**config.mk**
```make
export PLATFORM = sky130hd
export DESIGN_NAME = instruction_loader_flat
export DESIGN_NICKNAME = d
export VERILOG_FILES = /design/src/rtl/instruction_loader_pkg.sv /design/src/rtl/instruction_loader_if.sv /design/src/rtl/instruction_loader_word_assembler.sv /design/src/rtl/instruction_loader.sv /design/src/flat_wrapper.sv
export SDC_FILE = /design/constraint.sdc
export NUM_CORES = 1
export LEC_CHECK = 0
export ABC_AREA = 1
export CAP_MARGIN = 5
export CORE_AREA = 5 5 130 132
export DETAILED_ROUTE_END_ITERATION = 7
export DIE_AREA = 0 0 135 137
export MAX_ROUTING_LAYER = met4
export PLACE_DENSITY_LB_ADDON = 0.12
export RECOVER_POWER = 100
export SLEW_MARGIN = 40
export SYNTH_ARGS = -nofsm -noshare
export SYNTH_HDL_FRONTEND = slang
export SYNTH_HIERARCHICAL = 1
export SYNTH_SLANG_ARGS = --single-unit
```
**constraint.sdc**
```tcl
create_clock -name clk -period 2.4 [get_ports clk]
set_clock_uncertainty 0.1 [all_clocks]
set_input_delay 0.48 -clock clk [delete_from_list [all_inputs] [get_ports clk]]
set_output_delay 0.48 -clock clk [all_outputs]
set_load 0.02 [all_outputs]
```
**src/rtl/instruction_loader_pkg.sv**
```systemverilog
`default_nettype none
// ============================================================================
//  Module   : instruction_loader_pkg
//  Purpose  : Shared state encoding and constants for the instruction loader.
//  Revision : 1.0  initial release
// ============================================================================
package instruction_loader_pkg;

   // Loader FSM states
   typedef enum logic [1:0] {
      RECV  = 2'd0,
      WRITE = 2'd1,
      DONE  = 2'd2
   } state_t;

   localparam int          BYTES_PER_WORD    = 4;
   localparam int          BYTE_CNT_W        = 2;
   localparam logic [31:0] DEFAULT_HALT_WORD = 32'hFFFF_FFFF;

endpackage
`default_nettype wire

```
**src/rtl/instruction_loader_if.sv**
```systemverilog
`default_nettype none
// ============================================================================
//  Module   : instruction_loader_if
//  Purpose  : UART byte input and instruction-RAM write bus of the loader.
//  Revision : 1.0  initial release
// ============================================================================
interface instruction_loader_if #(
   parameter int len = 32
) ();
   logic           in_rx_done;
   logic [7:0]     in_rx_data;
   logic           out_wea;
   logic [len-1:0] out_addr;
   logic [len-1:0] out_data;
   logic           out_load_done;
   logic           out_overflow;
   logic [len-1:0] out_word_count;

   // Loader side: consumes bytes, drives the RAM write port and status
   modport master (
      input  in_rx_done, in_rx_data,
      output out_wea, out_addr, out_data, out_load_done, out_overflow, out_word_count
   );

   // Environment side: UART receiver and RAM / pipeline control
   modport slave (
      output in_rx_done, in_rx_data,
      input  out_wea, out_addr, out_data, out_load_done, out_overflow, out_word_count
   );
endinterface
`default_nettype wire

```
**src/rtl/instruction_loader_word_assembler.sv**
```systemverilog
`default_nettype none
// ============================================================================
//  Module   : instruction_loader_word_assembler
//  Purpose  : Big-endian byte-to-word shift register. word/word_valid are
//             presented combinationally in the cycle the final byte arrives
//             so the caller can capture the complete word on that edge.
//  Revision : 1.0  initial release
// ============================================================================
module instruction_loader_word_assembler
   import instruction_loader_pkg::*;
#(
   parameter int len = 32
) (
   input  wire logic           clk,
   input  wire logic           reset,
   input  wire logic           clear,
   input  wire logic           byte_valid,
   input  wire logic [7:0]     byte_in,
   output logic     [len-1:0]  word,
   output logic                word_valid
);

   // Only the upper bytes need storage; the newest byte comes from the input
   logic [len-9:0]        hold;
   logic [BYTE_CNT_W-1:0] byte_cnt;

   assign word       = {hold, byte_in};
   assign word_valid = byte_valid && (byte_cnt == BYTE_CNT_W'(BYTES_PER_WORD - 1));

   // Shift each accepted byte in at the LSB end; restart the count per word
   always_ff @(posedge clk) begin
      if (reset || clear) begin
         hold     <= '0;
         byte_cnt <= '0;
      end else if (byte_valid) begin
         hold     <= word[len-9:0];
         byte_cnt <= word_valid ? '0 : byte_cnt + BYTE_CNT_W'(1);
      end
   end

endmodule
`default_nettype wire

```
**src/rtl/instruction_loader.sv**
```systemverilog
`default_nettype none
// ============================================================================
//  Module   : instruction_loader
//  Purpose  : Loads UART bytes as 32-bit words into instruction RAM from
//             address 0 until the halt word or RAM full, then flags done.
//  Revision : 1.0  initial release
// ============================================================================
module instruction_loader
   import instruction_loader_pkg::*;
#(
   parameter int             len       = 32,
   parameter int             RAM_DEPTH = 2048,
   parameter logic [len-1:0] HALT_WORD = len'(DEFAULT_HALT_WORD)
) (
   input  wire logic           clk,
   input  wire logic           reset,
   instruction_loader_if.master bus
);

   state_t         state;
   state_t         state_next;
   logic [len-1:0] addr;
   logic [len-1:0] word_count;
   logic [len-1:0] data;
   logic           overflow;

   logic [len-1:0] asm_word;
   logic           asm_valid;
   logic           byte_valid;
   logic           is_halt;
   logic           is_last_addr;

   // Bytes are ignored once loading has finished; partial bytes are dropped
   assign byte_valid   = bus.in_rx_done && (state != DONE);
   assign is_halt      = (data == HALT_WORD);
   assign is_last_addr = (addr == len'(RAM_DEPTH - 1));

   instruction_loader_word_assembler #(
      .len (len)
   ) u_word_assembler (
      .clk        (clk),
      .reset      (reset),
      .clear      (state == DONE),
      .byte_valid (byte_valid),
      .byte_in    (bus.in_rx_data),
      .word       (asm_word),
      .word_valid (asm_valid)
   );

   // State register
   always_ff @(posedge clk) begin
      if (reset) state <= RECV;
      else       state <= state_next;
   end

   // Next-state: one WRITE cycle per word, halt takes priority over RAM full
   always_comb begin
      state_next = state;
      case (state)
         RECV:    if (asm_valid) state_next = WRITE;
         WRITE:   state_next = (is_halt || is_last_addr) ? DONE : RECV;
         DONE:    state_next = DONE;
         default: state_next = RECV;
      endcase
   end

   // RAM-side registers: latch the word, then advance address/count after the write
   always_ff @(posedge clk) begin
      if (reset) begin
         data       <= '0;
         addr       <= '0;
         word_count <= '0;
         overflow   <= 1'b0;
      end else begin
         if (state == RECV && asm_valid) data <= asm_word;
         if (state == WRITE) begin
            addr       <= addr + len'(1);
            word_count <= word_count + len'(1);
            if (!is_halt && is_last_addr) overflow <= 1'b1;
         end
      end
   end

   // Outputs decoded from registered state only
   always_comb begin
      bus.out_wea        = (state == WRITE);
      bus.out_load_done  = (state == DONE);
      bus.out_addr       = addr;
      bus.out_data       = data;
      bus.out_overflow   = overflow;
      bus.out_word_count = word_count;
   end

endmodule
`default_nettype wire
```
**src/flat_wrapper.sv**
```systemverilog
// flat-port wrapper written by rule: the top's interface ports become plain ports
module instruction_loader_flat import instruction_loader_pkg::*;
#(
   parameter int             len       = 32,
   parameter int             RAM_DEPTH = 2048,
   parameter logic [len-1:0] HALT_WORD = len'(DEFAULT_HALT_WORD)
)
  (clk, reset, bus_in_rx_done, bus_in_rx_data, bus_out_wea, bus_out_addr, bus_out_data, bus_out_load_done, bus_out_overflow, bus_out_word_count);
  instruction_loader_if #(.len(len)) bus_i ();
  input  wire logic clk;
  input  wire logic reset;
  input wire logic [$bits(bus_i.in_rx_done)-1:0] bus_in_rx_done;
  input wire logic [$bits(bus_i.in_rx_data)-1:0] bus_in_rx_data;
  output wire logic [$bits(bus_i.out_wea)-1:0] bus_out_wea;
  output wire logic [$bits(bus_i.out_addr)-1:0] bus_out_addr;
  output wire logic [$bits(bus_i.out_data)-1:0] bus_out_data;
  output wire logic [$bits(bus_i.out_load_done)-1:0] bus_out_load_done;
  output wire logic [$bits(bus_i.out_overflow)-1:0] bus_out_overflow;
  output wire logic [$bits(bus_i.out_word_count)-1:0] bus_out_word_count;
  assign bus_i.in_rx_done = bus_in_rx_done;
  assign bus_i.in_rx_data = bus_in_rx_data;
  assign bus_out_wea = bus_i.out_wea;
  assign bus_out_addr = bus_i.out_addr;
  assign bus_out_data = bus_i.out_data;
  assign bus_out_load_done = bus_i.out_load_done;
  assign bus_out_overflow = bus_i.out_overflow;
  assign bus_out_word_count = bus_i.out_word_count;
  instruction_loader #(.len(len), .RAM_DEPTH(RAM_DEPTH), .HALT_WORD(HALT_WORD)) u_core (.clk(clk), .reset(reset), .bus(bus_i));
endmodule
```
==> qor.csv <==
stage;metric;value;unit
floorplanning;I/O pin total;110;
final_layout;register area;2500;um^2
cts;CTS Root Cell;clkbuf_16;
grt;vias in the first global route;5307;
cts;CTS Hold Bufs;0;
setup_path;Worst path top cell family by delay;buffers and inverters;
yosys;fraction of the yosys area taken by sequential cells;41.2;%
cts;clock buffer depth;2;
timing;Slew @ Worst Pin;1.10;ns
setup_path;CP Class;reg -> out;
yosys;Syn Nets;933;
cts;# H-tree levels;4;
setup_path;CP Max Fanout;7;
grt;antenna violations before repair;0;
floorplanning;initial core utilization;39.0;%
cts;TritonCTS Sinks;125;
yosys;Ys Warns;6;
cts;post-cts resize count;0;
hold_path;Hold/Removal Path Class;reg -> reg;
cts;CTS Buf Count;17;
setup_path;Startpoint Class;register;
setup_path;CP Depth;3;
timing;Final setup viols;0;
final_layout;design area;7860;um^2
drt;Iter 0 DRT Violations;362;
yosys;share of the synthesized area in the top cell type;41.2;%
final_layout;multi-input logic area;2920;um^2
final_layout;most common cell after layout, fill and taps aside;nor2_1;
yosys;Netlist Area Pre-Place;6080;um^2
cts;Worst-path clk slew;0.05;ns
run;MaxCap Viol Count;0;
setup_path;R2R depth;10;
setup_path;CP Buf/Inv Count;2;
cts;CTS tree;built;
setup_path;CP Capture Type;primary output;
cts;post-CTS setup buffers;0;
drt;total routed wirelength;16200;um
timing;final slew viol count;0;
drt;Via Count;5804;
grt;first-pass GRT wire length;26300;um
power_and_ir_drop;Peak VDD IR;471;uV
status;status;complete, no violations;
grt;gr usage total;18.4;%
place;PortBufs;109;
place;HPWL after DPL;11700;um
hold_path;Cells on Worst Hold Path;2;
setup_path;Worst Path Required;1.82;ns
grt;aggregate global routing overflow;0;
drt;Pre-antenna DRT Iters;5;
yosys;Netlist cell types;34;
yosys;Synth Register Bits;125;
final_layout;most frequent cells in the layout;257 x nor2_1, 211 x nand2_1, 125 x dfxtp_1, 98 x dlygate4sd3_1, 91 x inv_1;
final_layout;# diodes;0;
floorplanning;Die Footprint;18500;um^2
yosys;cell count after synthesis;919;
drt;DR DRC count;0;
grt;largest net degree at the start of global routing;37;
timing;max frequency;436;MHz
setup_path;CP peak stage delay;0.60;ns
timing;Final Hold Fails;0;
floorplanning;Placeable Area;15600;um^2
drt;DRT antenna net count;0;
setup_path;crit path cell chain;nand2_4 > inv_2 > clkdlybuf4s50_1;
floorplanning;Rows;46;
cts;Clk Latency, worst-skew pair;0.41;ns
drt;wire per inst;12.9;um
power_and_ir_drop;pwr/cell area;656;nW/um^2
timing;worst setup margin;0.104;ns
floorplanning;Die Ht;137;um
yosys;area leader, netlist;dfxtp_1;
floorplanning;DIE WIDTH;135;um
place;DP Area;7340;um^2
timing;Max-slew headroom;26.7;%
final_layout;final net count;1041;
timing;RSZ-0062 raised after global routing;no;
final_layout;fill count;1633;
drt;Via-to-Cell Ratio;4.63;
power_and_ir_drop;final total power;5.15;mW
setup_path;Worst EP arrival;1.72;ns
place;RePlAce Congestion;0.837;
final_layout;Layout area overhead;29.2;%
yosys;Syn Area/Cell;6.62;um^2
timing;Tmin final;2.30;ns
yosys;Synth area leaders;dfxtp_1 41%, nor2_1 15%, nand2_1 13%;
timing;setup TNS;0;ns
setup_path;Slowest cell on crit path;clkdlybuf4s50_1;
final_layout;layout cells sized above 1;5.59;%
timing;final worst-path cycle share;95.7;%
place;pre-CTS setup slack;0.386;ns
power_and_ir_drop;leakage;3.40;nW
## registers in the layout, summed over array words and instances (netlist names)
signal,flops
u_core/u_word_assembler/byte_cnt,2
u_core/u_word_assembler/hold,24
u_core/bus.out_word_count,32
u_core/bus.out_addr,32
u_core/bus.out_data,32
u_core/bus.out_overflow,1
u_core/state,2
## cells in the mapped netlist
cell / instances
clkinv_1: 1
nand2_1: 209
nor3_1: 14
a21oi_1: 27
ha_1: 3
xnor2_1: 2
and3_1: 2
nor2_2: 8
nor3b_2: 1
or2_2: 1
nor2_4: 7
o21a_1: 4
buf_2: 3
buf_6: 5
inv_1: 91
nand2_2: 1
buf_1: 2
nand2_4: 3
nor2_1: 248
o21ai_0: 45
nand4_1: 24
inv_2: 4
clkbuf_1: 13
nand3_1: 43
buf_4: 11
o21bai_1: 1
nand3b_1: 2
a31oi_1: 2
nor3_2: 1
nor2_8: 3
dfxtp_1: 125
nand3_2: 2
o21ai_1: 3
xor2_1: 8
## final cells by class
| cell class | count | share of cell area (%) |
|---|---|---|
| multi-input combinational | 664 | 37.2 |
| inverter | 96 | 4.59 |
| sequential | 125 | 31.8 |
| clock buffer | 21 | 5.86 |
| tap | 216 | 3.44 |
| timing repair buffer | 123 | 15.0 |
| clock inverter | 8 | 2.10 |
## through the flow
stage,hold slack (ns),std cells,util (%)
floorplan,0.344,919,-
global placement,0.361,1224,47.1
detailed placement,0.362,1224,47.1
CTS,0.370,1253,51.1
global route,0.406,1253,50.4
finish,0.368,1253,50.4
## per-layer routing
| metal | global-route usage, % | part of all wire [%] |
|---|---|---|
| met1 | 23.6 | 48 |
| met2 | 28.8 | 46 |
| met4 | 5.43 | 1.4 |
| met3 | 4.74 | 4.4 |
| met5 | - | 0 |
## worst register-to-register path, cell delays in order, from the launching register on
cell and delay [ns]:
dfxtp_1 0.46, nand2_4 0.14, clkbuf_1 0.29, nor2_4 0.20, nand2_2 0.11, nor2_1 0.31, nand2_1 0.17, nor2_1 0.12
nand2_1 0.06, nand2_1 0.07, nor2_1 0.04
## where the power goes
group / switching, mW / internal, mW / leakage [nW]
Clock: 0.876 / 1.87 / 0.309
Combinational: 0.151 / 0.0942 / 2.08
Sequential: 0.0333 / 2.12 / 1.01
## cells by family after synthesis
family | after synthesis | synth area share [%]
simple gates | 569 | 40.4
xor+xnor | 10 | 1.44
fa+ha+maj | 3 | 0.617
compound gates | 82 | 7.00
buf+inv | 130 | 9.38
flops | 125 | 41.2
## final timing paths
path | startpoint | end | slack (ns)
max | u_core/state[0] | bus_out_wea | 0.10
min | u_core/u_word_assembler/hold[21] | u_core/u_word_assembler/hold[21] | 0.37
max reg2reg | u_core/state[0] | u_core/bus.out_addr[26] | 0.23
min reg2reg | u_core/u_word_assembler/hold[21] | u_core/u_word_assembler/hold[21] | 0.37
Note: power is estimated with default switching activity, not from simulation.
